## config.mk

```make
export PLATFORM = sky130hd
export DESIGN_NAME = servo_pwm_array_flat
export DESIGN_NICKNAME = d
export VERILOG_FILES = /design/src/rtl/servo_pwm_pkg.sv /design/src/rtl/servo_pwm_array_if.sv /design/src/rtl/servo_pwm_chan.sv /design/src/rtl/servo_pwm_array.sv /design/src/flat_wrapper.sv
export SDC_FILE = /design/constraint.sdc
export NUM_CORES = 1
export LEC_CHECK = 0
export CAP_MARGIN = 15
export CORE_UTILIZATION = 60
export CTS_CLUSTER_SIZE = 40
export DETAILED_ROUTE_END_ITERATION = 7
export GPL_ROUTABILITY_DRIVEN = 0
export PLACE_DENSITY = 0.86
export RECOVER_POWER = 50
export SLEW_MARGIN = 20
export SYNTH_ARGS = -nofsm -noshare
export SYNTH_HDL_FRONTEND = slang
export SYNTH_SLANG_ARGS = --single-unit
```

## constraint.sdc

```tcl
create_clock -name clk -period 5.02 [get_ports clk]
set_clock_uncertainty 0.05 [all_clocks]
set_input_delay 0.502 -clock clk [delete_from_list [all_inputs] [get_ports clk]]
set_output_delay 0.502 -clock clk [all_outputs]
set_load 0.02 [all_outputs]
```

## src/rtl/servo_pwm_pkg.sv

```systemverilog
// rtl/servo_pwm_pkg.sv - servo_pwm_array register map, types and helpers (SERVO_SLEW_EN adds the slew status address)
package servo_pwm_pkg;

  localparam int PW_W_DEF = 16;
  typedef logic [PW_W_DEF-1:0] pw_t;

  localparam int CTRL_ADDR   = 0;
  localparam int PERIOD_ADDR = 1;
  localparam int TARGET_BASE = 2;

  localparam int CTRL_EN_BIT     = 0;
  localparam int CTRL_STICKY_BIT = 1;

  // The slew build appends a status word after the TARGET block.
  function automatic int addr_w(input int num_ch);
`ifdef SERVO_SLEW_EN
    return $clog2(num_ch + 3);
`else
    return $clog2(num_ch + 2);
`endif
  endfunction

  function automatic logic [31:0] clamp(input logic [31:0] v, input logic [31:0] lo,
                                        input logic [31:0] hi);
    if (v < lo) return lo;
    if (v > hi) return hi;
    return v;
  endfunction

endpackage

```

## src/rtl/servo_pwm_array_if.sv

```systemverilog
// rtl/servo_pwm_array_if.sv - Avalon-MM slave bus for servo_pwm_array (address width follows SERVO_SLEW_EN)
interface servo_pwm_array_if #(
  parameter int NUM_CH = 8
);
  import servo_pwm_pkg::*;

  localparam int ADDR_W = addr_w(NUM_CH);

  logic [ADDR_W-1:0] avs_address;
  logic              avs_write;
  logic [31:0]       avs_writedata;
  logic              avs_read;
  logic [31:0]       avs_readdata;

  modport master (
    output avs_address, avs_write, avs_writedata, avs_read,
    input  avs_readdata
  );

  modport slave (
    input  avs_address, avs_write, avs_writedata, avs_read,
    output avs_readdata
  );

endinterface

```

## src/rtl/servo_pwm_chan.sv

```systemverilog
// rtl/servo_pwm_chan.sv - one servo channel: target, frame-aligned active width, comparator (SERVO_SLEW_EN rate-limits updates)
module servo_pwm_chan
  import servo_pwm_pkg::*;
#(
  parameter int PW_W      = PW_W_DEF,
  parameter int MIN_PW    = 1000,
  parameter int SLEW_STEP = 10
) (
  input  logic            clk,
  input  logic            reset_n,
  input  logic            wr,
  input  logic [PW_W-1:0] wr_pw,
  input  logic            frame_start,
  input  logic            out_en,
  input  logic [PW_W-1:0] cnt,
  output logic [PW_W-1:0] target,
`ifdef SERVO_SLEW_EN
  output logic            busy,
`endif
  output logic            pwm
);

  logic [PW_W-1:0] active;
  logic [PW_W-1:0] next_active;

`ifdef SERVO_SLEW_EN
  localparam logic [PW_W-1:0] STEP = PW_W'(SLEW_STEP);

  always_comb begin
    next_active = target;
    if ((target > active) && ((target - active) > STEP))
      next_active = active + STEP;
    else if ((target < active) && ((active - target) > STEP))
      next_active = active - STEP;
  end

  assign busy = (active != target);
`else
  assign next_active = target;
`endif

  // active only changes at frame start, so a pulse in flight is never cut or stretched.
  always_ff @(posedge clk or negedge reset_n) begin
    if (!reset_n) begin
      target <= PW_W'(MIN_PW);
      active <= PW_W'(MIN_PW);
      pwm    <= 1'b0;
    end else begin
      if (wr)
        target <= wr_pw;
      if (frame_start)
        active <= next_active;
      pwm <= out_en && (cnt < active);
    end
  end

endmodule

```

## src/rtl/servo_pwm_array.sv

```systemverilog
// rtl/servo_pwm_array.sv - N-channel servo PWM generator with Avalon-MM registers (optional SERVO_SLEW_EN)
module servo_pwm_array
  import servo_pwm_pkg::*;
#(
  parameter int NUM_CH     = 8,
  parameter int PW_W       = PW_W_DEF,
  parameter int CLK_DIV    = 50,
  parameter int PERIOD_RST = 20000,
  parameter int MIN_PW     = 1000,
  parameter int MAX_PW     = 2000,
  parameter int SLEW_STEP  = 10
) (
  input  logic                clk,
  input  logic                reset_n,
  servo_pwm_array_if.slave    avs,
  output logic [NUM_CH-1:0]   pwm_out,
  output logic                frame_irq
);

  localparam int ADDR_W = addr_w(NUM_CH);
  localparam int PRE_W  = (CLK_DIV > 1) ? $clog2(CLK_DIV) : 1;

  logic                        en;
  logic                        sticky;
  logic [PW_W-1:0]             period;
  logic [PW_W-1:0]             period_sh;
  logic [PW_W-1:0]             cnt;
  logic [PRE_W-1:0]            presc;
  logic [NUM_CH-1:0][PW_W-1:0] target;
  logic [NUM_CH-1:0]           chan_wr;
`ifdef SERVO_SLEW_EN
  logic [NUM_CH-1:0]           busy;
`endif

  logic            ctrl_wr;
  logic            period_wr;
  logic            en_nxt;
  logic            en_rise;
  logic            tick;
  logic            wrap;
  logic            frame_start;
  logic            out_en;
  logic [PW_W-1:0] wr_pw;
  logic [PW_W-1:0] tgt_pw;
  logic [PW_W-1:0] per_pw;
  logic [31:0]     rd_mux;

  assign ctrl_wr   = avs.avs_write && (avs.avs_address == ADDR_W'(CTRL_ADDR));
  assign period_wr = avs.avs_write && (avs.avs_address == ADDR_W'(PERIOD_ADDR));

  assign wr_pw  = avs.avs_writedata[PW_W-1:0];
  assign tgt_pw = PW_W'(clamp(32'(wr_pw), 32'(MIN_PW), 32'(MAX_PW)));
  assign per_pw = PW_W'(clamp(32'(wr_pw), 32'(MAX_PW + 1), 32'hFFFF_FFFF));

  // The enabling write itself starts the first frame, so counting begins from 0 with EN=1.
  assign en_nxt      = ctrl_wr ? avs.avs_writedata[CTRL_EN_BIT] : en;
  assign en_rise     = en_nxt && !en;
  assign tick        = en && (presc == PRE_W'(CLK_DIV - 1));
  assign wrap        = tick && (cnt == period_sh - 1'b1);
  assign frame_start = en_rise || (en_nxt && wrap);
  assign out_en      = en && en_nxt;

  always_ff @(posedge clk or negedge reset_n) begin
    if (!reset_n) begin
      en        <= 1'b0;
      sticky    <= 1'b0;
      period    <= PW_W'(PERIOD_RST);
      period_sh <= PW_W'(PERIOD_RST);
      cnt       <= '0;
      presc     <= '0;
      frame_irq <= 1'b0;
    end else begin
      frame_irq <= frame_start;
      if (ctrl_wr)
        en <= avs.avs_writedata[CTRL_EN_BIT];
      if (frame_start)
        sticky <= 1'b1;
      else if (ctrl_wr && avs.avs_writedata[CTRL_STICKY_BIT])
        sticky <= 1'b0;
      if (period_wr)
        period <= per_pw;
      if (frame_start)
        period_sh <= period;
      if (!en_nxt || en_rise) begin
        presc <= '0;
        cnt   <= '0;
      end else if (tick) begin
        presc <= '0;
        cnt   <= wrap ? '0 : cnt + 1'b1;
      end else begin
        presc <= presc + 1'b1;
      end
    end
  end

  for (genvar i = 0; i < NUM_CH; i++) begin : g_chan
    assign chan_wr[i] = avs.avs_write && (avs.avs_address == ADDR_W'(TARGET_BASE + i));

    servo_pwm_chan #(
      .PW_W      (PW_W),
      .MIN_PW    (MIN_PW),
      .SLEW_STEP (SLEW_STEP)
    ) u_chan (
      .clk         (clk),
      .reset_n     (reset_n),
      .wr          (chan_wr[i]),
      .wr_pw       (tgt_pw),
      .frame_start (frame_start),
      .out_en      (out_en),
      .cnt         (cnt),
      .target      (target[i]),
`ifdef SERVO_SLEW_EN
      .busy        (busy[i]),
`endif
      .pwm         (pwm_out[i])
    );
  end

  always_comb begin
    rd_mux = '0;
    if (avs.avs_address == ADDR_W'(CTRL_ADDR)) begin
      rd_mux[CTRL_EN_BIT]     = en;
      rd_mux[CTRL_STICKY_BIT] = sticky;
    end else if (avs.avs_address == ADDR_W'(PERIOD_ADDR)) begin
      rd_mux[PW_W-1:0] = period;
    end
    for (int i = 0; i < NUM_CH; i++) begin
      if (avs.avs_address == ADDR_W'(TARGET_BASE + i))
        rd_mux[PW_W-1:0] = target[i];
    end
`ifdef SERVO_SLEW_EN
    if (avs.avs_address == ADDR_W'(TARGET_BASE + NUM_CH))
      rd_mux[NUM_CH-1:0] = busy;
`endif
  end

  always_ff @(posedge clk or negedge reset_n) begin
    if (!reset_n)
      avs.avs_readdata <= '0;
    else if (avs.avs_read)
      avs.avs_readdata <= rd_mux;
  end

endmodule
```

## src/flat_wrapper.sv

```systemverilog
// flat-port wrapper written by rule: the top's interface ports become plain ports
module servo_pwm_array_flat import servo_pwm_pkg::*;
#(
  parameter int NUM_CH     = 8,
  parameter int PW_W       = PW_W_DEF,
  parameter int CLK_DIV    = 50,
  parameter int PERIOD_RST = 20000,
  parameter int MIN_PW     = 1000,
  parameter int MAX_PW     = 2000,
  parameter int SLEW_STEP  = 10
)
  (clk, reset_n, pwm_out, frame_irq, avs_avs_address, avs_avs_write, avs_avs_writedata, avs_avs_read, avs_avs_readdata);
  servo_pwm_array_if #(.NUM_CH(NUM_CH)) avs_i ();
  input  logic clk;
  input  logic reset_n;
  output logic [NUM_CH-1:0] pwm_out;
  output logic frame_irq;
  input wire logic [$bits(avs_i.avs_address)-1:0] avs_avs_address;
  input wire logic [$bits(avs_i.avs_write)-1:0] avs_avs_write;
  input wire logic [$bits(avs_i.avs_writedata)-1:0] avs_avs_writedata;
  input wire logic [$bits(avs_i.avs_read)-1:0] avs_avs_read;
  output wire logic [$bits(avs_i.avs_readdata)-1:0] avs_avs_readdata;
  assign avs_i.avs_address = avs_avs_address;
  assign avs_i.avs_write = avs_avs_write;
  assign avs_i.avs_writedata = avs_avs_writedata;
  assign avs_i.avs_read = avs_avs_read;
  assign avs_avs_readdata = avs_i.avs_readdata;
  servo_pwm_array #(.NUM_CH(NUM_CH), .PW_W(PW_W), .CLK_DIV(CLK_DIV), .PERIOD_RST(PERIOD_RST), .MIN_PW(MIN_PW), .MAX_PW(MAX_PW), .SLEW_STEP(SLEW_STEP)) u_core (.clk(clk), .reset_n(reset_n), .avs(avs_i), .pwm_out(pwm_out), .frame_irq(frame_irq));
endmodule
```

==> run metrics <==
area delta synth->final 10.7%; crit end category register; clock sinks 337; fmax about 240 MHz; primary flip-flop cell chosen by synthesis mapping dfrtp_1; synth top area cells dfrtp_1, dfstp_2, ha_1; r2r endpoint u_core.g_chan[3].u_chan.active[12]; routed via count 16326; max_slew headroom -64.3%; Hold Path Class register to register; arrival time worst endpoint roughly 4.6 ns; Worst R2R Start u_core.period_sh[0]; final hold vios 0; Yosys top cell by area dfrtp_1; Ys Warns 0; synthesized area per cell about 10 um^2; Residual DRC 0; P_int 6.02 mW; fin crit share between 80% and 90%; register area share after synthesis between 40% and 50%; Leak roughly 9.1 nW; share of cells above drive strength 1 around an eighth; commonest cells in the netlist dfrtp_1, nand2_1, nor2_1; Min Hold Slack 0.426 ns; sequential fraction of design power 42.1%; root buf cell clkbuf_16; largest net degree at the start of global routing 122; global-route wire length before repair 87.3 mm; Final min period 4.26 ns; synth unique cells just over 60; Die Ht 178 um; Comb pwr share 26.3%; number of synthesized register bits approximately 340; peak supply drop 0.323 mV; crit path launch u_core.period_sh[0]; setup TNS 0 ns; reg2reg path depth 11; Post-CTS Resized 0; Worst Max-Slew Pin Slew around 2.5 ns; Util after Layout 67.6%; clock buffer depth 3; H-tree Lvls 2; Switch Pwr ~3 mW; Startpoint Class register; Worst Path Required 5.38 ns; all-layer global routing usage 35.7%; Clock Latency Late Sink 0.54 ns; grt ovf 0; Die Area 31800 um^2; Initial Util a little over 60%; Via density 6.97; failing checks capacitance limit, slew limit; row cnt 64; PortBufs 48; EDFF count, synth 0; Cells after Synth 1918; TritonRoute pass-1 iters 8; 1st-iter DRT viols 2352; max-cap violations 3; switching share of power roughly a third; RSZ-0062 raised after global routing no; num ports between 80 and 90; CP max FO 87; TritonCTS clock tree built; Async SR Flop Fraction between 90% and 100%; critical path class register to register; count leader, synth dfrtp_1; detailed placement HPWL 35.2 mm; # setup viols final 0; post-route ant nets 0; Final Max Tran Viols between 200 and 250; vias in the first global route 15791; routed wire length 56.3 mm; Clk network pwr share 31.7%; CTS Buf Count 37; post-synth top area share ~31%; CP endpoint u_core.g_chan[3].u_chan.active[12]; status finished with violations; Post-Syn Area 18700 um^2; CTS clk-pin slew, worst paths approximately 0.060 ns; pwr/cell area between 400 and 500 nW/um^2; Routed WL per cell roughly 24 um; die width 178 um; setup slack, reg-to-reg approximately 0.76 ns; nets 2081; initial antenna violation count 2; area of the core 30600 um^2
## worst min-delay path by stage
stage,slack (ns),cells after the start,from,end
2_1_floorplan,0.16,0,reset_n,u_core.avs.avs_readdata[0]
3_3_place_gp,0.41,2,u_core.g_chan[0].u_chan.target[3],u_core.g_chan[0].u_chan.target[3]
3_5_place_dp,0.41,1,u_core.sticky,u_core.sticky
4_1_cts,0.43,1,u_core.sticky,u_core.sticky
5_1_grt,0.44,2,u_core.g_chan[0].u_chan.target[3],u_core.g_chan[0].u_chan.target[3]
6_report,0.43,1,u_core.sticky,u_core.sticky
## worst max-delay path: stages, from the launching register on
cell,delay (ns)
dfrtp_1,0.43
inv_1,0.10
ha_1,0.26
or4b_1,0.62
or4b_1,0.57
a21oi_1,0.16
nor3_1,0.10
or3_4,0.43
nor2_1,0.19
o221ai_4,0.20
buf_4,0.41
a221o_1,0.45
## flip-flops by register name (all words and copies together), names as in the netlist
register / count
u_core.frame_irq: 1
u_core.presc: 6
u_core.avs.avs_readdata: 16
u_core.g_chan.u_chan.pwm: 8
u_core.period_sh: 16
u_core.g_chan.u_chan.target: 128
u_core.cnt: 16
u_core.period: 16
u_core.en: 1
u_core.g_chan.u_chan.active: 128
u_core.sticky: 1
## per-stage QoR
| step | area [um^2] | cells | total power, mW | worst slack [ns] |
|---|---|---|---|---|
| floorplan | 18700 | 1933 | 5.40 | 1.55 |
| CTS | 20700 | 2342 | 8.97 | 0.860 |
| finish | 20700 | 2343 | 9.02 | 0.765 |
| detailed placement | 19400 | 2273 | 6.11 | 0.856 |
| global route | 20700 | 2342 | 9.38 | 0.511 |
| global placement | 19400 | 2273 | 5.96 | 0.929 |
## per-layer routing
layer | global-route usage [%] | vias up | wire length (um)
met5 | 0 | - | 13
met4 | 20.5 | 2 | 3550
met3 | 7.63 | 239 | 6210
met2 | 54.0 | 1073 | 25000
met1 | 47.5 | 8060 | 21500
li1 | - | 6952 | -
## power groups by stage
stage / combinational, mW / sequential [mW] / clock (mW)
after floorplan: 1.75 / 3.65 / 0
after global placement: 2.20 / 3.76 / 0
after detailed placement: 2.32 / 3.79 / 0
after CTS: 2.35 / 3.76 / 2.86
after global routing: 2.59 / 3.83 / 2.96
final: 2.37 / 3.79 / 2.86
## layout by cell type, fill, tap and decap left out, types with 12 or more instances in the layout
cell and n:
nand4_1 19, dfrtp_1 230, dlygate4sd3_1 26, a41oi_1 12
o2111ai_1 12, nor2b_1 14, inv_1 135, dfstp_2 106
clkbuf_16 39, a22oi_1 121, nand2_1 170, ha_1 124
a21o_1 31, xnor2_1 26, conb_1 16, nand2b_1 14
a21oi_1 43, mux2i_1 20, buf_4 35, xor2_1 12
nor3_1 79, mux2_2 12, nor2_1 167, nand3_1 17
and2_1 44, clkdlybuf4s50_1 22, a221o_1 147, o21ai_0 126
## logic make-up (layout without fill, tap and decap cells)
group / count (synthesis) / in the layout / synth area share (%)
simple gates: 574 / 574 / 14.6
compound gates: 531 / 531 / 21.3
flops: 337 / 337 / 45.9
buf+inv: 280 / 293 / 6.35
fa+ha+maj: 125 / 125 / 8.36
xor+xnor: 38 / 38 / 1.78
mux: 32 / 32 / 1.80
other cells: 1 / 17 / 0.0201
## layout make-up
class                      count  area [um^2]
fill                        2170         9920
sequential                   337         8570
clock buffer                  56         1130
timing repair buffer          89          810
multi-input combinational   1316         9010
clock inverter                12          144
inverter                     136          510
antenna                        1         2.50
tap                          396          495
## what timing repair did
item | CTS | global route
hold buffers | 1 | 0
hold endpoints to repair | 48 | 0
setup buffers | 0 | 0
Power figures use the tool's default switching activity.
